[config.mk]
export PLATFORM = sky130hd
export DESIGN_NAME = pic_fetch_unit
export DESIGN_NICKNAME = d
export VERILOG_FILES = /design/src/rtl/pic_pkg.sv /design/src/rtl/pic_call_stack.sv /design/src/rtl/pic_fetch_unit.sv
export SDC_FILE = /design/constraint.sdc
export NUM_CORES = 1
export LEC_CHECK = 0
export BUFFER_PORTS_ARGS = -buffer_cell sky130_fd_sc_hd__buf_4
export CORE_UTILIZATION = 55
export DETAILED_ROUTE_END_ITERATION = 12
export GPL_TIMING_DRIVEN = 0
export PLACE_DENSITY = 0.76
export SYNTH_ARGS = -nofsm -noshare
export SYNTH_HDL_FRONTEND = slang
export SYNTH_SLANG_ARGS = --single-unit
export TNS_END_PERCENT = 30
[constraint.sdc]
create_clock -name clk -period 10.86 [get_ports clk]
set_input_delay 1.629 -clock clk [delete_from_list [all_inputs] [get_ports clk]]
set_output_delay 1.629 -clock clk [all_outputs]
set_load 0.1 [all_outputs]
[src/rtl/pic_pkg.sv]
// ---------------------------------------------------------------------------
// pic_pkg
// Shared constants and types for the PIC16F fetch end.
//   PC_W / INSTR_W / STACK_D : default widths and stack depth
//   NOP                      : instruction word forced in on a redirect
//   Q1..Q4                   : q_phase encodings
//   pc_op_e / decode_pc_op   : prioritised decoder PC control
// ---------------------------------------------------------------------------
package pic_pkg;

    localparam int PC_W    = 13;
    localparam int INSTR_W = 14;
    localparam int STACK_D = 8;

    localparam logic [INSTR_W-1:0] NOP = '0;

    localparam logic [1:0] Q1 = 2'd0;
    localparam logic [1:0] Q2 = 2'd1;
    localparam logic [1:0] Q3 = 2'd2;
    localparam logic [1:0] Q4 = 2'd3;

    typedef enum logic [2:0] {
        PC_HOLD,
        PC_INCR,
        PC_SKIP,
        PC_PCL,
        PC_JUMP,
        PC_CALL,
        PC_RET
    } pc_op_e;

    // Highest priority first: ret > call > jump > pcl write > skip > incr.
    function automatic pc_op_e decode_pc_op(
        input logic ret_en,
        input logic call_en,
        input logic jump_en,
        input logic pcl_wr_en,
        input logic skip_en,
        input logic incr_pc_en
    );
        if (ret_en)          return PC_RET;
        else if (call_en)    return PC_CALL;
        else if (jump_en)    return PC_JUMP;
        else if (pcl_wr_en)  return PC_PCL;
        else if (skip_en)    return PC_SKIP;
        else if (incr_pc_en) return PC_INCR;
        else                 return PC_HOLD;
    endfunction

endpackage

[src/rtl/pic_call_stack.sv]
// ---------------------------------------------------------------------------
// pic_call_stack
// Circular hardware call stack. No overflow/underflow detection: a push
// beyond DEPTH overwrites the oldest entry, a pop on empty wraps.
//   clk, rst     : clock, asynchronous active-high reset
//   push_i       : store push_data_i at ptr, ptr+1
//   pop_i        : ptr-1 (top_o is the value being popped)
//   push_data_i  : return address to store
//   top_o        : entry at ptr-1
// ---------------------------------------------------------------------------
module pic_call_stack
    import pic_pkg::*;
#(
    parameter int DEPTH = STACK_D,
    parameter int WIDTH = PC_W
) (
    input  logic             clk,
    input  logic             rst,
    input  logic             push_i,
    input  logic             pop_i,
    input  logic [WIDTH-1:0] push_data_i,
    output logic [WIDTH-1:0] top_o
);

    localparam int PTR_W = $clog2(DEPTH);

    logic [WIDTH-1:0] entry_q [DEPTH];
    logic [PTR_W-1:0] ptr_q;
    logic [PTR_W-1:0] top_idx;

    // Pointer arithmetic wraps naturally at PTR_W bits (DEPTH is a power of 2).
    assign top_idx = ptr_q - PTR_W'(1);
    assign top_o   = entry_q[top_idx];

    // NOTE: the stack entries are reset along with the pointer so a pop on an
    // empty stack returns a defined value; the array is small enough that
    // this is a register bank, not a RAM macro.
    always_ff @(posedge clk or posedge rst) begin
        if (rst) begin
            ptr_q <= '0;
            for (int i = 0; i < DEPTH; i++) begin
                entry_q[i] <= '0;
            end
        end else if (push_i) begin
            entry_q[ptr_q] <= push_data_i;
            ptr_q          <= ptr_q + PTR_W'(1);
        end else if (pop_i) begin
            ptr_q <= top_idx;
        end
    end

endmodule

[src/rtl/pic_fetch_unit.sv]
// ---------------------------------------------------------------------------
// pic_fetch_unit
// Fetch end of the PIC16F core: Q1-Q4 phase counter, program counter,
// prefetch and instruction registers, 8-level call stack.
//   clk, rst       : clock, asynchronous active-high reset
//   pmem_addr      : program memory address (= pc)
//   pmem_rd_en     : read strobe, Q1 only
//   pmem_data      : program word, valid the clock after pmem_rd_en
//   instr_current  : instruction register to the decoder
//   q_phase        : 0..3 = Q1..Q4
//   pc             : program counter (address of the prefetched word)
//   incr_pc_en, jump_en, call_en, ret_en, pcl_wr_en, skip_en,
//   jump_lit, pcl_wr_data, pclath : decoder PC controls, sampled at Q4 only
// Every change of flow (ret/call/jump/pcl/skip) discards the prefetched
// word by loading a NOP, so those instructions take two instruction cycles.
// ---------------------------------------------------------------------------
module pic_fetch_unit
    import pic_pkg::*;
#(
    parameter int PC_W    = pic_pkg::PC_W,
    parameter int INSTR_W = pic_pkg::INSTR_W,
    parameter int STACK_D = pic_pkg::STACK_D
) (
    input  logic               clk,
    input  logic               rst,
    output logic [PC_W-1:0]    pmem_addr,
    output logic               pmem_rd_en,
    input  logic [INSTR_W-1:0] pmem_data,
    output logic [INSTR_W-1:0] instr_current,
    output logic [1:0]         q_phase,
    output logic [PC_W-1:0]    pc,
    input  logic               incr_pc_en,
    input  logic               jump_en,
    input  logic               call_en,
    input  logic               ret_en,
    input  logic               pcl_wr_en,
    input  logic               skip_en,
    input  logic [10:0]        jump_lit,
    input  logic [7:0]         pcl_wr_data,
    input  logic [4:0]         pclath
);

    logic [1:0]         q_q;
    logic [PC_W-1:0]    pc_q, pc_d;
    logic [INSTR_W-1:0] instr_q, instr_d;
    logic [INSTR_W-1:0] prefetch_q;
    logic [PC_W-1:0]    pc_inc;
    logic [PC_W-1:0]    stack_top;
    logic               is_q4;
    pc_op_e             pc_op;

    assign is_q4  = (q_q == Q4);
    assign pc_op  = decode_pc_op(ret_en, call_en, jump_en, pcl_wr_en, skip_en, incr_pc_en);
    assign pc_inc = pc_q + PC_W'(1);

    pic_call_stack #(
        .DEPTH (STACK_D),
        .WIDTH (PC_W)
    ) u_call_stack (
        .clk         (clk),
        .rst         (rst),
        .push_i      (is_q4 && (pc_op == PC_CALL)),
        .pop_i       (is_q4 && (pc_op == PC_RET)),
        .push_data_i (pc_q),
        .top_o       (stack_top)
    );

    // NOTE: every signal assigned in an always_comb block gets a default
    // first, so no path through the case can leave it unassigned (latch).
    always_comb begin
        pc_d    = pc_q;
        instr_d = instr_q;
        if (is_q4) begin
            case (pc_op)
                PC_RET:  begin pc_d = stack_top;                  instr_d = NOP; end
                PC_CALL: begin pc_d = {pclath[4:3], jump_lit};    instr_d = NOP; end
                PC_JUMP: begin pc_d = {pclath[4:3], jump_lit};    instr_d = NOP; end
                PC_PCL:  begin pc_d = {pclath, pcl_wr_data};      instr_d = NOP; end
                PC_SKIP: begin pc_d = pc_inc;                     instr_d = NOP; end
                PC_INCR: begin pc_d = pc_inc;                     instr_d = prefetch_q; end
                default: ;
            endcase
        end
    end

    // NOTE: state registers use non-blocking assignments so every register
    // samples the pre-edge value of the others, whatever the statement order.
    always_ff @(posedge clk or posedge rst) begin
        if (rst) begin
            q_q        <= Q1;
            pc_q       <= '0;
            instr_q    <= NOP;
            prefetch_q <= NOP;
        end else begin
            q_q     <= q_q + 2'd1;
            pc_q    <= pc_d;
            instr_q <= instr_d;
            // Memory was read in Q1; its word is on pmem_data during Q2.
            if (q_q == Q2) begin
                prefetch_q <= pmem_data;
            end
        end
    end

    assign q_phase       = q_q;
    assign pc            = pc_q;
    assign pmem_addr     = pc_q;
    assign instr_current = instr_q;
    assign pmem_rd_en    = (q_q == Q1) && !rst;

endmodule

==> results.py <==
metrics = {
    "yosys": {
        "yosys.area.top_type": "dfrtp_1",
        "synth_top_family_by_area": "multiplexers",
        "synth.top_cells.by_count": "dfrtp_1, mux2_2, nand2_1, nand3_1, a21oi_1",
        "syn_nets": 650,
        "synth-edff-count": 0,
        "synthTopCellsByArea": "dfrtp_1, mux2_2, mux4_2, nand2_1, nand3_1",
        "yosysWarnings": 0,
        "ys_types": 56,
        "synthMuxAreaShare_pct": 25.9,
        "async_flop_share_pct": 100,
        "synthFlopType": "dfrtp_1",
        "syn_area_per_cell_sq_um": 12.3,
        "yosysMostFrequentCell": "dfrtp_1",
        "synthesis.area_sq_um": 7350,
        "synth_cells": 598,
        "synth-xor-area-share_pct": 1.09,
        "synthAdderAreaFrac_pct": 1.02,
        "synth.top_cell.area_share_pct": 51.1,
        "ys_seq_area_share_pct": 51.1,
        "synth-simple-area-share_pct": 9.62,
        "ys_ff_latch": 150,
        "synth-compound-area-share_pct": 6.59,
    },
    "cts": {
        "cts_sinks": 150,
        "cts_buffers": 17,
        "cts_root_buf": "clkbuf_16",
        "htree_levels": 4,
        "cts_resized": 0,
        "cts_tree": "done",
        "cts_hold_buf": 0,
        "clkTransAtPathRegs_ps": 60,
        "cts_setup_buffers": 0,
        "clkLatencyLatePin_ps": 430,
        "clockBufferDepth": 2,
    },
    "power_and_ir_drop": {
        "p_leak_nw": 4.29,
        "pwr-share-clk_pct": 25.8,
        "power.density_nw_per_um2": 258,
        "p_seq_share_pct": 33.6,
        "power_switching_mw": 0.915,
        "total_power_mw": 2.28,
        "p_int_mw": 1.37,
        "max-vdd-ir-drop_uv": 144,
        "p_sw_share_pct": 40.1,
        "power_frac_comb_pct": 40.6,
    },
    "sta": {
        "worst_slew_pin_slew_ps": 931,
        "max_freq_mhz": 263,
        "min_period_over_period_pct": 35.0,
        "tns_ps": 0,
        "rsz0062_at_grt": "false",
        "maxSlewHeadroom_pct": 37.5,
        "period_needed_ps": 3800,
        "final_max_slew_viol_count": 0,
        "skew_ps": 11.4,
        "finalSetupViolCount": 0,
        "hold_viol": 0,
        "timing.hold.ws_ps": 468,
    },
    "global_route": {
        "grt_pass1_vias": 5589,
        "met1_usage_pct": 38.4,
        "grt_max_degree": 104,
        "grt_util_met3_pct": 6.35,
        "grt_pass1_wl_mm": 30.4,
        "antenna_found_initial": 0,
        "met2_usage_pct": 46.9,
        "grt.busiest_layer": "met2",
        "grt_use_total_pct": 29.1,
        "grt-ovfl-total": 0,
    },
    "flow_run": {
        "max-cap-violations": 0,
    },
    "finish": {
        "diodes": 0,
        "stdcell_area_sq_um": 8840,
        "postLayoutCoreUtil_pct": 69.0,
        "drive_gt1_share_pct": 41.2,
        "syn2layout_area_growth_pct": 20.3,
        "nNetsFinal": 757,
    },
    "detailed_routing": {
        "dr.pass1.iters": 5,
        "wl_per_cell_um": 21.2,
        "via_count": 5352,
        "via_per_inst": 6.01,
        "ant_nets": 0,
        "drt_wl_total_mm": 18.9,
        "initialDrtViolationCount": 484,
        "drc_errors": 0,
    },
    "critical_path": {
        "worstSetupPathType": "in2out",
        "endpoint_kind": "primary output",
        "path_buf_inv": 2,
        "crit_chain": "buf_4, nor2b_1, buf_4",
        "path_common_cell": "buf_4",
        "cp_slowest_cell": "buf_4",
        "critPathTopFamily": "buffers and inverters",
        "worstPathRequired_ps": 9230,
        "max_stage_delay_ps": 300,
        "startpoint_type": "input pin",
        "cp_max_fo": 2,
        "worst-endpoint-arrival_ps": 2180,
    },
    "die": {
        "die_area_sq_um": 13800,
        "ioPinCount": 89,
        "fp.dieH_um": 118,
        "initial_utilization_pct": 57.3,
        "chipWidth_um": 118,
        "core-area_sq_um": 12800,
        "rows": 41,
    },
    "placement": {
        "gp_congestion": 0.873,
        "placed_cell_area_sq_um": 8250,
        "portBuffers": 87,
        "dpl.hpwl_mm": 13.0,
    },
    "status": {
        "status": "finished, final reports clean",
    },
    "min_path": {
        "min_path_type": "reg2reg",
    },
}
==> through the flow <==
stage,worst slack (ps),std cells
final,7060,890
after CTS,7040,890
after floorplan,5190,598
after global placement,3770,857
after detailed placement,7040,858
after global routing,6980,890
==> cell usage in the layout (no fill, tap or decap), drive strengths merged, types with 5 or more instances in the layout <==
| cell type | Yosys | final |
|---|---|---|
| mux4 | 20 | 20 |
| clkbuf | 22 | 44 |
| buf | 36 | 124 |
| mux2i | 15 | 15 |
| dfrtp | 150 | 150 |
| a21oi | 22 | 22 |
| nand3 | 33 | 33 |
| and3 | 8 | 8 |
| a31oi | 5 | 5 |
| ha | 6 | 6 |
| inv | 6 | 8 |
| mux2 | 114 | 114 |
| nand2 | 67 | 67 |
| o21ai | 22 | 22 |
| nor3 | 6 | 6 |
| nor2 | 19 | 19 |
==> power by group through the flow <==
stage          clock network [mW]  registers (mW)  logic (mW)
5_1_grt                     0.619           0.782       0.969
6_report                    0.589           0.768       0.927
3_5_place_dp                    0           0.772       0.917
3_3_place_gp                    0           0.763       0.895
2_1_floorplan                   0           0.858       0.596
4_1_cts                     0.592           0.765       0.922
==> flip-flops by register name, indices dropped and copies added, names as in the netlist <==
signal                cells
u_call_stack.entry_q    104
instr_current            14
prefetch_q               14
pc                       13
u_call_stack.ptr_q        3
q_phase                   2
==> final timing paths <==
kind / from / endpoint / slack [ps] / cells after the start
max in group asynchronous: rst / u_call_stack.entry_q[26] / 8770 / 3
setup / recovery: rst / pmem_rd_en / 7060 / 3
min in group asynchronous: rst / q_phase[0] / 1240 / 2
hold / removal: instr_current[12] / instr_current[12] / 470 / 2
setup reg to reg: u_call_stack.ptr_q[0] / pc[7] / 7780 / 11
hold reg to reg: instr_current[12] / instr_current[12] / 470 / 2
==> per-layer routing <==
layer,wire length [um],vias to the layer above,share of wire (%)
li1,-,2367,-
met2,9130,224,48
met3,1160,37,6.1
met1,8160,2724,43
met4,421,0,2.2
met5,0,-,0
==> cell families after synthesis <==
logic type,count (synthesis)
xor+xnor,7
fa+ha+maj,6
mux,149
simple gates,147
buf+inv,64
compound gates,75
flops,150
==> worst reg2reg max path: stages, from the launching register on <==
cell and delay (ps):
dfrtp_1 360, clkbuf_2 200, buf_6 230, inv_2 180
ha_1 320, buf_2 200, buf_2 350, buf_2 380
mux2i_1 230, nand2_1 70, a32oi_1 280, o21ai_0 130
==> layout make-up <==
class / instances / area, sq um
Fill cell: 953 / 3980
Tap cell: 172 / 215
Clock buffer: 22 / 474
Buffer: 58 / 320
Timing Repair Buffer: 88 / 681
Clock inverter: 10 / 120
Inverter: 6 / 27.5
Multi-Input combinational cell: 384 / 3250
Sequential cell: 150 / 3750
Note: power is estimated with default switching activity, not from simulation.
